==> src/rtl/bip_cpu.sv <==
// BIP accumulator CPU: multi-cycle fetch/decode/execute/write-back core driving
// synchronous program and data memories, with halt flag and saturating cycle counter.
module bip_cpu #(
   parameter int NB_DATA          = 16,
   parameter int NB_OPCODE        = 5,
   parameter int NB_OPERAND       = 11,
   parameter int LOG2_N_DATA_ADDR = 10,
   parameter int NB_COUNT         = 32
) (
   input  logic                        i_clock,
   input  logic                        i_reset,
   input  logic                        i_enable,
   input  logic [NB_DATA-1:0]          i_instr,
   input  logic [NB_DATA-1:0]          i_data_rd,
   output logic [NB_OPERAND-1:0]       o_pc_addr,
   output logic                        o_instr_rd,
   output logic [LOG2_N_DATA_ADDR-1:0] o_data_addr,
   output logic [NB_DATA-1:0]          o_data_wr,
   output logic                        o_wr,
   output logic                        o_rd,
   output logic [NB_DATA-1:0]          o_acc,
   output logic                        o_halt,
   output logic [NB_COUNT-1:0]         o_clk_count
);

   localparam logic [NB_OPCODE-1:0] OP_HLT  = 5'b00000;
   localparam logic [NB_OPCODE-1:0] OP_STO  = 5'b00001;
   localparam logic [NB_OPCODE-1:0] OP_LD   = 5'b00010;
   localparam logic [NB_OPCODE-1:0] OP_LDI  = 5'b00011;
   localparam logic [NB_OPCODE-1:0] OP_ADD  = 5'b00100;
   localparam logic [NB_OPCODE-1:0] OP_ADDI = 5'b00101;
   localparam logic [NB_OPCODE-1:0] OP_SUB  = 5'b00110;
   localparam logic [NB_OPCODE-1:0] OP_SUBI = 5'b00111;

   typedef enum logic [2:0] {
      S_FETCH  = 3'd0,
      S_DECODE = 3'd1,
      S_EXEC   = 3'd2,
      S_WB     = 3'd3,
      S_HALT   = 3'd4
   } state_t;

   state_t                  r_state;
   state_t                  w_state_next;
   logic [NB_OPERAND-1:0]   r_pc;
   logic [NB_OPERAND-1:0]   w_pc_next;
   logic [NB_DATA-1:0]      r_ir;
   logic [NB_DATA-1:0]      w_ir_next;
   logic [NB_DATA-1:0]      r_acc;
   logic [NB_DATA-1:0]      w_acc_next;
   logic [NB_COUNT-1:0]     r_count;
   logic                    w_rd;
   logic                    w_wr;
   logic                    w_instr_rd;
   logic                    w_run;
   logic [NB_OPCODE-1:0]    w_opcode;
   logic [NB_DATA-1:0]      w_imm_sext;
   logic [NB_OPERAND-1:0]   w_pc_inc;

   assign w_opcode   = r_ir[NB_DATA-1 -: NB_OPCODE];
   assign w_imm_sext = {{(NB_DATA-NB_OPERAND){r_ir[NB_OPERAND-1]}}, r_ir[NB_OPERAND-1:0]};
   assign w_pc_inc   = r_pc + NB_OPERAND'(1);
   // Memory enables are suppressed while stalled or in reset so nothing is issued then.
   assign w_run      = i_enable & ~i_reset;

   // Next-state, datapath updates and raw memory enables.
   always_comb begin
      w_state_next = r_state;
      w_pc_next    = r_pc;
      w_ir_next    = r_ir;
      w_acc_next   = r_acc;
      w_rd         = 1'b0;
      w_wr         = 1'b0;
      w_instr_rd   = 1'b0;
      case (r_state)
         S_FETCH: begin
            w_instr_rd   = 1'b1;
            w_state_next = S_DECODE;
         end
         S_DECODE: begin
            w_ir_next    = i_instr;
            w_state_next = S_EXEC;
         end
         S_EXEC: begin
            w_pc_next    = w_pc_inc;
            w_state_next = S_FETCH;
            case (w_opcode)
               OP_HLT: begin
                  w_pc_next    = r_pc;
                  w_state_next = S_HALT;
               end
               OP_STO:  w_wr = 1'b1;
               OP_LD, OP_ADD, OP_SUB: begin
                  w_rd         = 1'b1;
                  w_pc_next    = r_pc;
                  w_state_next = S_WB;
               end
               OP_LDI:  w_acc_next = w_imm_sext;
               OP_ADDI: w_acc_next = r_acc + w_imm_sext;
               OP_SUBI: w_acc_next = r_acc - w_imm_sext;
               default: w_acc_next = r_acc;
            endcase
         end
         S_WB: begin
            w_pc_next    = w_pc_inc;
            w_state_next = S_FETCH;
            case (w_opcode)
               OP_LD:   w_acc_next = i_data_rd;
               OP_ADD:  w_acc_next = r_acc + i_data_rd;
               OP_SUB:  w_acc_next = r_acc - i_data_rd;
               default: w_acc_next = r_acc;
            endcase
         end
         S_HALT:  w_state_next = S_HALT;
         default: w_state_next = S_FETCH;
      endcase
   end

   // Architectural state and cycle counter; i_enable low freezes everything.
   always_ff @(posedge i_clock) begin
      if (i_reset) begin
         r_state <= S_FETCH;
         r_pc    <= '0;
         r_ir    <= '0;
         r_acc   <= '0;
         r_count <= '0;
      end else if (i_enable) begin
         r_state <= w_state_next;
         r_pc    <= w_pc_next;
         r_ir    <= w_ir_next;
         r_acc   <= w_acc_next;
         if ((r_state != S_HALT) && (r_count != {NB_COUNT{1'b1}}))
            r_count <= r_count + NB_COUNT'(1);
      end
   end

   assign o_pc_addr   = r_pc;
   assign o_instr_rd  = w_instr_rd & w_run;
   assign o_rd        = w_rd & w_run;
   assign o_wr        = w_wr & w_run;
   assign o_data_addr = r_ir[LOG2_N_DATA_ADDR-1:0];
   assign o_data_wr   = r_acc;
   assign o_acc       = r_acc;
   assign o_halt      = (r_state == S_HALT) & ~i_reset;
   assign o_clk_count = r_count;

endmodule

==> config.mk <==
export PLATFORM = sky130hd
export DESIGN_NAME = bip_cpu
export DESIGN_NICKNAME = d
export VERILOG_FILES = /design/src/rtl/bip_cpu.sv
export SDC_FILE = /design/constraint.sdc
export NUM_CORES = 1
export LEC_CHECK = 0
export ABC_AREA = 1
export CAP_MARGIN = 0
export CORE_ASPECT_RATIO = 1.4
export CORE_MARGIN = 5
export CORE_UTILIZATION = 55
export CTS_BUF_LIST = sky130_fd_sc_hd__clkbuf_4
export CTS_CLUSTER_SIZE = 14
export DETAILED_ROUTE_END_ITERATION = 16
export PLACE_DENSITY = 0.84
export SLEW_MARGIN = 25
export SYNTH_ARGS = -nofsm -noshare
export SYNTH_HDL_FRONTEND = slang
export SYNTH_SLANG_ARGS = --single-unit
==> constraint.sdc <==
create_clock -name i_clock -period 3.6 [get_ports i_clock]
set_input_delay 0.54 -clock i_clock [delete_from_list [all_inputs] [get_ports i_clock]]
set_output_delay 0.54 -clock i_clock [all_outputs]
set_load 0.01 [all_outputs]
== Yosys cells after proc, flatten, opt, wreduce, memory -nomap -nowiden ==
Index checks and enable logic that the tools add are counted.
Storage, ports and cells
  register bits after elaboration: 78
  output and inout port bits: 89
  word-level logic and storage cells: 55
Operators by class
  $add $sub $neg: 6
  equality and inequality tests: 16
  muxes and demuxes: 12
  bitwise operators: 6
  reductions and logical operators: 10
Operators with widths (count)
  $pmux 16 s3: 2
  $add 16x16->16: 2
  $add 32x1->32 const B: 1
  $ne 32x32->1 const B: 1
  $pmux 16 s2: 1
  $sub 16x16->16: 2
  $pmux 11 s2: 1
  $eq 5x3->1 const B: 4
  $pmux 3 s4: 1
  $add 11x1->11 const B: 1
  $mux 11: 1
  $eq 5x2->1 const B: 2
  $eq 3x2->1 const B: 2
  $pmux 3 s2: 1
  $and 1x1->1: 5
  $eq 5x1->1 const B: 1
  $logic_not 5->1: 1
  $mux 1: 5
  $ne 4x1->1 const B: 1
  $ne 4x4->1 const B: 1
  $reduce_and 2->1: 2
  $reduce_and 4->1: 1
  $reduce_or 4->1: 1
  $eq 3x1->1 const B: 1
  9 further kinds: 9

== Logic depth before layout (Yosys ltp) ==
Gate-level depths: netlist of run 1.
  word-level depth: 5
  mapped depth: 21

== Least setup slack after synthesis of run 1 ==
Ideal clock, no wire load.
  kind: input -> register
  start: input port i_data_rd[0]
  end: register r_acc[15] (netlist: o_acc[15])
  setup time: 119 ps
  arrival: 2610 ps
  path slack: 870 ps
  stages: 18
  path through: inv_1 -> ha_1 -> inv_1 -> nor2_1 -> nand4_1 -> nor3_1 -> a31oi_1 -> xor2_1 -> inv_1 -> ha_1 -> nand2_1 -> nor2_1 -> and3_1 -> a21oi_1 -> nand2_1 -> nand3_1 -> a21oi_1 -> a21oi_1
Between the ends
  word-level cells in the longest chain between the ends: 3
  elaborated cells between the ends (all ways): 4
  those cells by class: add/sub: 2; mux: 2
RTL lines
  from (decl): line 14  | input logic [NB_DATA-1:0] i_data_rd,
  $sub 16x16->16 / $add 16x16->16 (equally long branches): line 110, 109
  $pmux 16 s3 *: line 107  | case (w_opcode)
  $pmux 16 s2 *: line 75  | case (r_state)
  to (signal assigned): line 131  | r_acc <= w_acc_next;
  to (decl): line 49  | logic [NB_DATA-1:0] r_acc;
Every way passes the cells marked *; elsewhere a longest branch is shown, timed or not.
A chain may end at the register's enable or synchronous reset.

== Final worst setup path of run 1 ==
Ends and elaborated chain as after synthesis.

==> results of run 1 <==
==> through the flow <==
stage / utilization, % / hold slack [ps]
after floorplan: - / 475
after global placement: 65.7 / 446
after detailed placement: 65.7 / 454
after CTS: 67.2 / 474
after global routing: 67.2 / 495
final: 67.2 / 476
==> layout make-up <==
cell class,instances,area (sq um),share of cell area (%)
timing repair buffer,134,1310,16.5
antenna,1,2.50,0.0315
clock buffer,9,67.6,0.850
inverter,126,475,5.98
sequential,78,1560,19.7
clock inverter,7,104,1.31
multi-input combinational,801,4240,53.3
tap,147,184,2.31
==> cells in the final DEF (no fill, tap or decap), types with 2 or more instances in the layout <==
cell type / count
nand2_1: 268
clkdlybuf4s50_1: 123
inv_1: 120
a21oi_1: 113
nor2_1: 92
dfxtp_1: 78
o21ai_0: 73
nand3_1: 61
xor2_1: 42
ha_1: 34
nor3_1: 20
nand4_1: 16
xnor2_1: 13
buf_4: 11
a31oi_1: 9
nor4_1: 9
clkbuf_4: 9
o211ai_1: 8
nand3b_1: 7
o31ai_1: 3
nor2_4: 3
nor2_2: 3
nor3_2: 3
inv_2: 3
o21bai_1: 3
and3_1: 3
clkinv_1: 3
a21o_1: 3
or2_2: 2
nand2_2: 2
o21a_1: 2
fa_1: 2
inv_8: 2
bufinv_16: 2
==> kinds of logic after synthesis <==
family	share of synthesized area, %
flip-flops	23.7
adder cells (fa/ha/maj)	7.06
XOR/XNOR	7.31
AO/OA/AOI/OAI	17.5
AND/OR/NAND/NOR	32.4
buffers and inverters	12.1
==> worst max-delay path, stage by stage <==
cell,delay (ps)
clkdlybuf4s50_1,440
inv_1,90
ha_1,140
inv_1,50
nor2_1,120
nand4_1,110
nor3_1,300
a31oi_1,160
xor2_1,160
inv_1,60
ha_1,380
nand2_1,120
nor2_1,180
and3_1,190
nand2_1,60
nand2_1,60
nand3_1,60
nand3_1,90
a21oi_1,70
a21oi_1,140
==> where the power goes <==
| group | switching, mW | internal, mW | total, mW |
|---|---|---|---|
| sequential | 0.0342 | 0.886 | 0.920 |
| combinational | 0.442 | 0.280 | 0.723 |
| clock | 0.348 | 0.293 | 0.641 |
==> path summary, 6_finish.rpt <==
check                     start            end  slack, ps  cells after the start
setup / recovery   i_data_rd[0]      o_acc[15]        460                     20
hold / removal    o_pc_addr[10]  o_pc_addr[10]        480                      2
setup reg to reg        r_ir[0]      o_acc[15]        460                     18
hold reg to reg   o_pc_addr[10]  o_pc_addr[10]        480                      2
==> registers in the layout, summed over array words and instances (netlist names) <==
register / cells
r_ir: 16
o_acc: 16
o_pc_addr: 11
r_state: 3
o_clk_count: 32
==> metal layers <==
metal  part of all wire, %  GRT usage [%]  routed length, um
met5                     0              0                  0
met2                    50           50.5              10400
met3                   6.0           4.26               1250
met4                   7.5           19.4               1560
met1                    37           32.0               7630
==> key figures, run 1 <==
Routing
  – Antenna Nets Post-Route: 0
  – DRC errors left: 0
  – 1st-iter DRT viols: 293
  – Detailed-route via count: 7252
  – DRT Pass-1 Iters: 5
  – Routed Wire Length: 20900 um
  – WL/cell: 16.0 um
  – Vias/cell: 5.57

Yosys
  – Synth Flop Type: dfxtp_1
  – Cell with the most instances after synthesis: nand2_1
  – Post-Synthesis Cells: 1058
  – Net Count, Synth: 1129
  – Register area share after synthesis: 23.7%
  – Share of the synthesized area in the top cell type: 23.7%
  – Avg Inst Size Synth: 6.23 sq um
  – Synth Cell Area: 6590 sq um
  – Ys async rst share: 0%
  – Distinct cells, synth: 42
  – Syn. warnings: 0
  – Synth top area cells: dfxtp_1 (24%), nand2_1 (15%), a21oi_1 (8.6%)
  – FF+latch count, synth: 78
  – Synth top cells by count: nand2_1 (268), inv_1 (120), a21oi_1 (113)
  – Largest area contributor in the synthesized netlist: dfxtp_1
  – EDFF count, synth: 0

Global routing
  – Global-route wire length before repair: 33100 um
  – Total GRT Usage: 29.2%
  – Initial antenna violation count: 1
  – Total grt overflow: 0
  – Largest net degree at the start of global routing: 41
  – Vias in the first global route: 6870

Die
  – Chip width: 103 um
  – I/O pin cnt: 124
  – Core ar.: 11800 sq um
  – Initial Util: 55.8%
  – Row Count: 47
  – Die area: 14300 sq um
  – DIE HEIGHT: 140 um

Power
  – Leak pwr: 3.33 nW
  – Total Power: 2.28 mW
  – Max VDD drop: 0.229 mV
  – PwrDens: 287 nW/um^2

Run
  – Max cap viols: 0

STA
  – Max Clock Skew: 14.8 ps
  – Slew HR: 36.8%
  – Minimum clock period: 3140 ps
  – Final Cycle Share: 87.4%
  – Achievable Freq: 318 MHz
  – Setup WS post-layout: 455 ps
  – Setup-failing EPs final: 0
  – RSZ-0062 raised after global routing: false
  – TNS Setup: 0 ps
  – Slew @ Worst Pin: 946 ps
  – Slew Viols, Final: 0
  – Final Hold Violating Endpoints: 0

Place
  – Dpl cells: 1286
  – GPL Wtd Cong: 1.03
  – Post-detail-place hpwl: 16600 um
  – Placement Setup Slack: 42.4 ps
  – Port buffer count: 123
  – Dpl cell area: 7770 sq um

Setup path
  – Arr. time, crit path: 3520 ps
  – Critical path class: primary input to register
  – CP Max Fanout: 5
  – CP Launch Type: primary input
  – Worst EP required: 3970 ps
  – Worst setup EP type: register

Final layout
  – Layout filler cell count: 1043
  – Syn-to-layout area delta: 20.5%
  – Fin cells: 1303
  – Nets: 1221
  – Post-route cell area: 7950 sq um
  – Layout cells sized above 1: 3.98%

Hold path
  – Hold crit path type: register to register

Clocking
  – H-tree levels: 3
  – TritonCTS clock tree: built
  – Clock Path Buffers: 2
  – Skew-Pair Late Insertion Delay: 440 ps
  – CTS sink cnt: 78
  – Post-cts sizing count: 0
  – Root buffer cell: clkbuf_4
  – Post-CTS Setup Bufs: 0
  – Clock buffer count from CTS: 9
  – Clock Pin Slew Worst Setup and Hold Paths: 140 ps
  – Hold-fix buffers, CTS: 0

Outcome
  – Status: completed
Power figures use the tool's default switching activity.
==> inputs of run 2 (changes only) <==
ABC_AREA = unset   (was 1)
CORE_UTILIZATION = 53   (was 55)
MAX_ROUTING_LAYER = met4   (was unset)
PLACE_DENSITY = 0.83   (was 0.84)
==> run 2 against run 1 <==
Net effect: sequential share of layout area is 0.51 points higher; clock power is 24% lower; sequential power is 2.4% lower; sequential cell count stayed put; via count is 14% lower; largest power group unchanged; first-iteration DRC count is 19% lower.
==> key figures, run 2 <==
Global routing
  – Global-route wire length before repair: 28100 um (-15%)
  – Initial antenna violation count: 0 (-1)
  – Total grt overflow: 0 (unchanged)
  – Largest net degree at the start of global routing: 49 (+20%)
  – Total GRT Usage: 25.9% (-3.2 points)
  – Vias in the first global route: 6123 (-11%)

Die
  – Die area: 13200 sq um (-7.5%)
  – Chip width: 98.7 um (-3.8%)
  – DIE HEIGHT: 134 um (-3.9%)
  – Initial Util: 54.0% (-1.8 points)
  – Row Count: 45 (-4.3%)
  – I/O pin cnt: 124 (unchanged)
  – Core ar.: 10800 sq um (-8.5%)

Clocking
  – Skew-Pair Late Insertion Delay: 450 ps (about the same)
  – Root buffer cell: clkbuf_4
  – Clock buffer count from CTS: 9 (unchanged)
  – TritonCTS clock tree: built
  – Clock Pin Slew Worst Setup and Hold Paths: 130 ps (about the same)
  – Hold-fix buffers, CTS: 0 (unchanged)
  – CTS sink cnt: 78 (unchanged)
  – H-tree levels: 3 (unchanged)
  – Clock Path Buffers: 2 (unchanged)

Yosys
  – Synth top area cells: dfxtp_1 (27%), ha_1 (7.3%), a21oi_1 (7.1%)
  – Distinct cells, synth: 59 (+40%)
  – Register area share after synthesis: 26.8% (+3.1 points)
  – EDFF count, synth: 0 (unchanged)
  – Cell with the most instances after synthesis: nand2_1
  – Avg Inst Size Synth: 7.46 sq um (+20%)
  – Net Count, Synth: 853 (-24%)
  – Syn. warnings: 0 (unchanged)
  – Largest area contributor in the synthesized netlist: dfxtp_1
  – Synth top cells by count: nand2_1 (105), a21oi_1 (83), dfxtp_1 (78)
  – Share of the synthesized area in the top cell type: 26.8% (+3.1 points)
  – FF+latch count, synth: 78 (unchanged)
  – Ys async rst share: 0% (unchanged)
  – Synth Cell Area: 5830 sq um (-12%)
  – Post-Synthesis Cells: 782 (-26%)
  – Synth Flop Type: dfxtp_1

STA
  – Final Hold Violating Endpoints: 0 (unchanged)
  – Slew Viols, Final: 0 (unchanged)
  – Slew HR: 32.7% (-4.1 points)
  – Slew @ Worst Pin: 1000 ps (+57.9 ps)
  – RSZ-0062 raised after global routing: true
  – Final Cycle Share: 97.4% (+10 points)
  – Minimum clock period: 3510 ps (+362 ps)
  – Achievable Freq: 285 MHz (-10%)
  – TNS Setup: 0 ps (unchanged)
  – Max Clock Skew: 15.4 ps (+0.629 ps)
  – Setup-failing EPs final: 0 (unchanged)

Setup path
  – Slowest-stage cell, CP: clkdlybuf4s50_1
  – Register-to-Register Path Depth: 17 (-1)
  – Worst setup EP type: register
  – Reg-to-Reg Start: r_ir[15]
  – CP Capture Point: o_acc[15]
  – CP Launch Type: primary input
  – Critical path's largest stage delay: 420 ps (-20 ps)
  – CP Max Fanout: 4 (-1)
  – Critical R2R Capture: o_acc[15]
  – R2r setup slk: 170 ps (-290 ps)
  – Worst EP required: 3960 ps (about the same)
  – Critical path class: primary input to register
  – CP startpoint: i_data_rd[4]
  – Arr. time, crit path: 3870 ps (+350 ps)
  – Crit-path cells: clkdlybuf4s50_1 > or3_4 > buf_4 > nor3_4 > a21oi_2 > xnor2_2 > ha_1 > a21oi_2 > nand2b_1 > o21ai_2 > a31oi_4 > buf_4 > a41o_1 > a2111oi_4 > o22ai_1 > a21o_1

Power
  – Max VDD drop: 0.322 mV (+40%)
  – PwrDens: 250 nW/um^2 (-13%)
  – Total Power: 1.94 mW (-15%)
  – Leak pwr: 2.97 nW (-11%)

Place
  – Post-detail-place hpwl: 13000 um (-22%)
  – GPL Wtd Cong: 0.956 (-7.3%)
  – Port buffer count: 123 (unchanged)
  – Dpl cells: 1045 (-19%)
  – Dpl cell area: 7370 sq um (-5.2%)

Outcome
  – Status: completed

Final layout
  – Final Util: 71.6% (+4.4 points)
  – Nets: 993 (-19%)
  – Fin cells: 1068 (-18%)
  – Commonest non-fill, non-tap cell in the layout: clkdlybuf4s50_1
  – N_diodes: 0 (-1)
  – Syn-to-layout area delta: 32.7%
  – Max reg flops: 32 (unchanged)
  – Layout cells sized above 1: 13.6% (+9.6 points)
  – Post-route cell area: 7740 sq um (-2.6%)
  – Layout filler cell count: 869 (-17%)
  – Most frequent cells in the layout: clkdlybuf4s50_1 (119), nand2_1 (103), dfxtp_1 (78)

Routing
  – DRC errors left: 0 (unchanged)
  – WL/cell: 16.1 um (+0.51%)
  – Detailed-route via count: 6212 (-14%)
  – 1st-iter DRT viols: 236 (-19%)
  – DRT Pass-1 Iters: 5 (unchanged)
  – Vias/cell: 5.82 (+4.5%)
  – Antenna Nets Post-Route: 0 (unchanged)
  – Routed Wire Length: 17200 um (-18%)

Run
  – Max cap viols: 0 (unchanged)

Hold path
  – Hold Path Stages: 2 (unchanged)
  – Hold crit path type: register to register
==> run 2: changes by cell type in the layout (fill, tap and decap cells not counted), moves of 9 or more <==
cell	previous run	this run
o21ai_0	73	28
o21ai_1	0	13
xor2_1	42	30
buf_4	11	66
o211ai_1	8	18
or3_1	0	18
nand3_1	61	24
xnor2_1	13	43
nor2_1	92	72
nand2b_1	0	12
a31oi_1	9	0
a21oi_1	113	77
inv_1	120	22
nand2_1	268	103
==> run 2: routing by layer <==
metal	up-vias	track usage, %	share of wire [%]
li1	3021	-	-
met1	2924	27.7	39
met2	223	46.2	52
met3	44	6.35	5.8
met4	0	9.57	2.4
met5	-	-	0
==> run 2: critical path: cells and delay by family <==
family                   cells  cell delay, ps
AO/OA/AOI/OAI                8            1410
XOR/XNOR                     1             160
adder cells (fa/ha/maj)      1             340
buffers and inverters        3             720
AND/OR/NAND/NOR              3             710
==> run 2: cell type report <==
type | count | area [sq um] | share of cell area, %
Clock inverter | 6 | 46.3 | 0.598
Sequential cell | 78 | 1560 | 20.2
Tap cell | 141 | 176 | 2.28
Multi-Input combinational cell | 621 | 4070 | 52.5
Timing Repair Buffer | 189 | 1730 | 22.3
Clock buffer | 10 | 75.1 | 0.970
Inverter | 23 | 86.3 | 1.12
==> run 2: timing repair <==
item                                    in CTS  in global routing
resized for setup                            9                 40
pin swaps                                    0                 19
endpoints found under the setup margin       3                  6
buffers inserted                             1                  6
endpoints found under the hold margin        0                  0
==> run 2: cells by family after synthesis <==
family / after synthesis / synth area share [%]
xor+xnor: 75 / 11.4
mux: 8 / 1.42
buf+inv: 83 / 7.03
flops: 78 / 26.8
simple gates: 311 / 25.9
compound gates: 191 / 19.5
fa+ha+maj: 36 / 7.98
==> run 2: power breakdown <==
part | switching (mW) | leakage [nW] | internal [mW]
Sequential | 0.0227 | 0.630 | 0.875
Clock | 0.335 | 0.0650 | 0.155
Combinational | 0.285 | 2.27 | 0.266
Total | 0.643 | 2.97 | 1.30
==> run 2: how the worst min path moves through the flow <==
| stage | startpoint | to | slack (ps) |
|---|---|---|---|
| 2_1_floorplan | r_ir[14] | r_ir[14] | 460 |
| 3_3_place_gp | o_acc[0] | o_acc[0] | 470 |
| 3_5_place_dp | o_acc[0] | o_acc[0] | 480 |
| 4_1_cts | o_acc[0] | o_acc[0] | 490 |
| 5_1_grt | o_acc[0] | o_acc[0] | 520 |
| 6_report | o_acc[0] | o_acc[0] | 500 |
==> run 2: stage by stage <==
stage	hold WS, ps	setup slack [ps]
after detailed placement	476	-667
after floorplan	462	14.4
final	496	93.2
after global routing	520	-64.1
after CTS	494	-35.0
after global placement	470	-483
==> inputs of run 3 (changes only) <==
CORE_UTILIZATION = 48   (was 53)
MAX_ROUTING_LAYER = unset   (was met4)
PLACE_DENSITY = 0.79   (was 0.83)
clock period = 3.1 ns   (was 3.6 ns; I/O delays follow)
==> run 3 against run 2 <==
Net effect: utilization up 0.30 points; global-route usage is 2.6 points lower; power rose by 25%; critical endpoint unchanged; first-iteration DRC count rose by 23%; the flow now finishes with violations (setup timing); final cell count is 6.6% higher; worst hold slack hardly changed; critical path depth is the same; die area up 9.5%; register-to-register slack worse by 410 ps.
==> key figures, run 3 (synthesis gave the netlist of run 2 again) <==
Outcome
  – Status: complete, but fails checks
  – Violations in the final reports: setup timing

Clocking
  – Skew-Pair Late Insertion Delay: 430 ps (-20 ps)
  – TritonCTS clock tree: built
  – CTS sink cnt: 78 (unchanged)
  – Clock Path Buffers: 2 (unchanged)
  – Hold-fix buffers, CTS: 0 (unchanged)
  – Clock buffer count from CTS: 9 (unchanged)
  – H-tree levels: 3 (unchanged)
  – Root buffer cell: clkbuf_4
  – Clock Pin Slew Worst Setup and Hold Paths: 130 ps (about the same)

Setup path
  – Crit path buffers/inverters: 1 (-2)
  – CP Max Fanout: 4 (unchanged)
  – Critical path's largest stage delay: 390 ps (-30 ps)
  – Worst EP required: 3430 ps (-530 ps)
  – Critical path class: register to register
  – Register-to-Register Path Depth: 16 (-1)
  – CP top delay family: compound AO/OA/AOI/OAI gates
  – Arr. time, crit path: 3670 ps (-200 ps)
  – Slowest-stage cell, CP: or3_4
  – CP Launch Type: register
  – Reg-to-Reg Start: r_ir[1]
  – Crit-path cells: inv_1 > ha_1 > nand2_1 > nor3_4 > nor2_4 > xnor2_2 > ha_1 > a21o_1 > or3_4 > o21ai_4 > o21ai_2 > a211oi_2 > xnor2_1 > a21oi_1 > o22ai_1 > a21o_1
  – Worst setup EP type: register
  – WP depth: 16 (unchanged)
  – CP startpoint: r_ir[1]

Hold path
  – Hold crit path type: register to register
  – Worst hold start: o_acc[0]
  – Hold Path Stages: 2 (unchanged)

Routing
  – DRC errors left: 0 (unchanged)
  – Vias/cell: 5.59 (-3.8%)
  – WL/cell: 15.9 um (-1.4%)
  – Detailed-route via count: 6371 (+2.6%)
  – Routed Wire Length: 18100 um (+5.1%)
  – Antenna Nets Post-Route: 0 (unchanged)
  – DRT Pass-1 Iters: 5 (unchanged)
  – 1st-iter DRT viols: 291 (+23%)

Global routing
  – Vias in the first global route: 5955 (-2.7%)
  – Global-route wire length before repair: 27900 um (-0.47%)
  – Total grt overflow: 0 (unchanged)
  – Initial antenna violation count: 0 (unchanged)
  – Largest net degree at the start of global routing: 45 (-8.2%)
  – Total GRT Usage: 23.3% (-2.6 points)

STA
  – Fin Hold WS: 496 ps (+0.371 ps)
  – Max Clock Skew: 16.0 ps (+0.614 ps)
  – Slew @ Worst Pin: 790 ps (-214 ps)
  – Minimum clock period: 3340 ps
  – RSZ-0062 raised after global routing: true
  – Setup-failing EPs final: 7 (+7)
  – Setup WS post-layout: -241 ps (-334 ps)
  – Slew HR: 47.2% (+14 points)
  – Final Cycle Share: 108%
  – TNS Setup: -1140 ps (-1140 ps)
  – Slew Viols, Final: 0 (unchanged)
  – Achievable Freq: 299 MHz
  – Final Hold Violating Endpoints: 0 (unchanged)

Final layout
  – Most frequent cells in the layout: buf_4 (118), clkdlybuf4s50_1 (116), nand2_1 (103)
  – Nets: 1058 (+6.5%)
  – Max reg flops: 32 (unchanged)
  – Layout filler cell count: 904 (+4.0%)
  – Layout cells sized above 1: 23.4% (+9.8 points)
  – Syn-to-layout area delta: 46.4%
  – Commonest non-fill, non-tap cell in the layout: buf_4
  – N_diodes: 0 (unchanged)

Die
  – I/O pin cnt: 124 (unchanged)
  – Initial Util: 49.1% (-4.9 points)
  – DIE HEIGHT: 140 um (+4.7%)
  – Chip width: 103 um (+4.6%)
  – Row Count: 47 (+4.4%)
  – Core ar.: 11900 sq um (+9.9%)
  – Die area: 14500 sq um (+9.5%)

Power
  – Max VDD drop: 0.392 mV (+22%)
  – Total Power: 2.43 mW (+25%)
  – Leak pwr: 3.30 nW (+11%)
  – PwrDens: 285 nW/um^2 (+14%)

Run
  – Max cap viols: 0 (unchanged)

Place
  – Post-detail-place hpwl: 12300 um (-4.9%)
  – GPL Wtd Cong: 0.910 (-4.8%)
  – Port buffer count: 123 (unchanged)
[run 3: changes by cell type in the layout (fill, tap and decap cells not counted), sizes merged]
| cell | previous run | this run |
|---|---|---|
| clkdlybuf4s15 | 0 | 3 |
| inv | 25 | 23 |
| dlygate4sd2 | 0 | 3 |
| clkdlybuf4s50 | 119 | 116 |
| clkinv | 3 | 5 |
| dlymetal6s2s | 3 | 0 |
| buf | 67 | 132 |
[run 3: per-layer routing]
| layer | GRT usage (%) | wire (um) | share of wire, % |
|---|---|---|---|
| met2 | 40.7 | 9390 | 52 |
| met1 | 27.7 | 7090 | 39 |
| met5 | 0 | 0 | 0 |
| met4 | 7.50 | 435 | 2.4 |
| met3 | 5.27 | 1150 | 6.4 |
[run 3: worst register-to-register path: stages, from the launching register on]
cell,delay (ps)
dfxtp_1,360
inv_1,60
ha_1,220
nand2_1,130
nor3_4,210
nor2_4,70
xnor2_2,140
ha_1,340
a21o_1,230
or3_4,390
o21ai_4,200
o21ai_2,100
a211oi_2,300
xnor2_1,110
a21oi_1,150
o22ai_1,80
a21o_1,160
[run 3: layout make-up]
cell class	count	area [sq um]	share of cell area, %
well taps	147	184	2.15
multi-input cells	621	4340	50.8
repair buffers	254	2250	26.4
inverters	23	86.3	1.01
flip-flops and latches	78	1570	18.4
clock buffers	10	75.1	0.879
clock inverters	6	38.8	0.454
[run 3: metrics by stage]
step	util, %	setup WS (ps)	cell area (sq um)	cells
CTS	69.5	-93.0	8260	1129
floorplan	-	-232	5910	782
global route	71.9	-350	8540	1139
detailed placement	65.4	-946	7760	1095
finish	71.9	-241	8540	1139
global placement	65.4	-809	7760	1095
[run 3: where the power goes]
| group | internal [mW] | leakage [nW] | total, mW | switching [mW] |
|---|---|---|---|---|
| clock network | 0.171 | 0.0638 | 0.535 | 0.364 |
| registers | 1.02 | 0.631 | 1.04 | 0.0218 |
| logic | 0.443 | 2.60 | 0.860 | 0.418 |
[run 3: final timing paths]
check	to	slack [ps]
worst max register to register	o_acc[15]	-240
worst min register to register	o_acc[0]	500
worst max-delay path	o_acc[15]	-240
worst min-delay path	o_acc[0]	500
[run 3: what timing repair did]
item | 4_1_cts | 5_1_grt
resized for setup | 67 | 48
setup endpoints to repair | 9 | 10
setup buffers | 18 | 12
pin swaps | 50 | 56
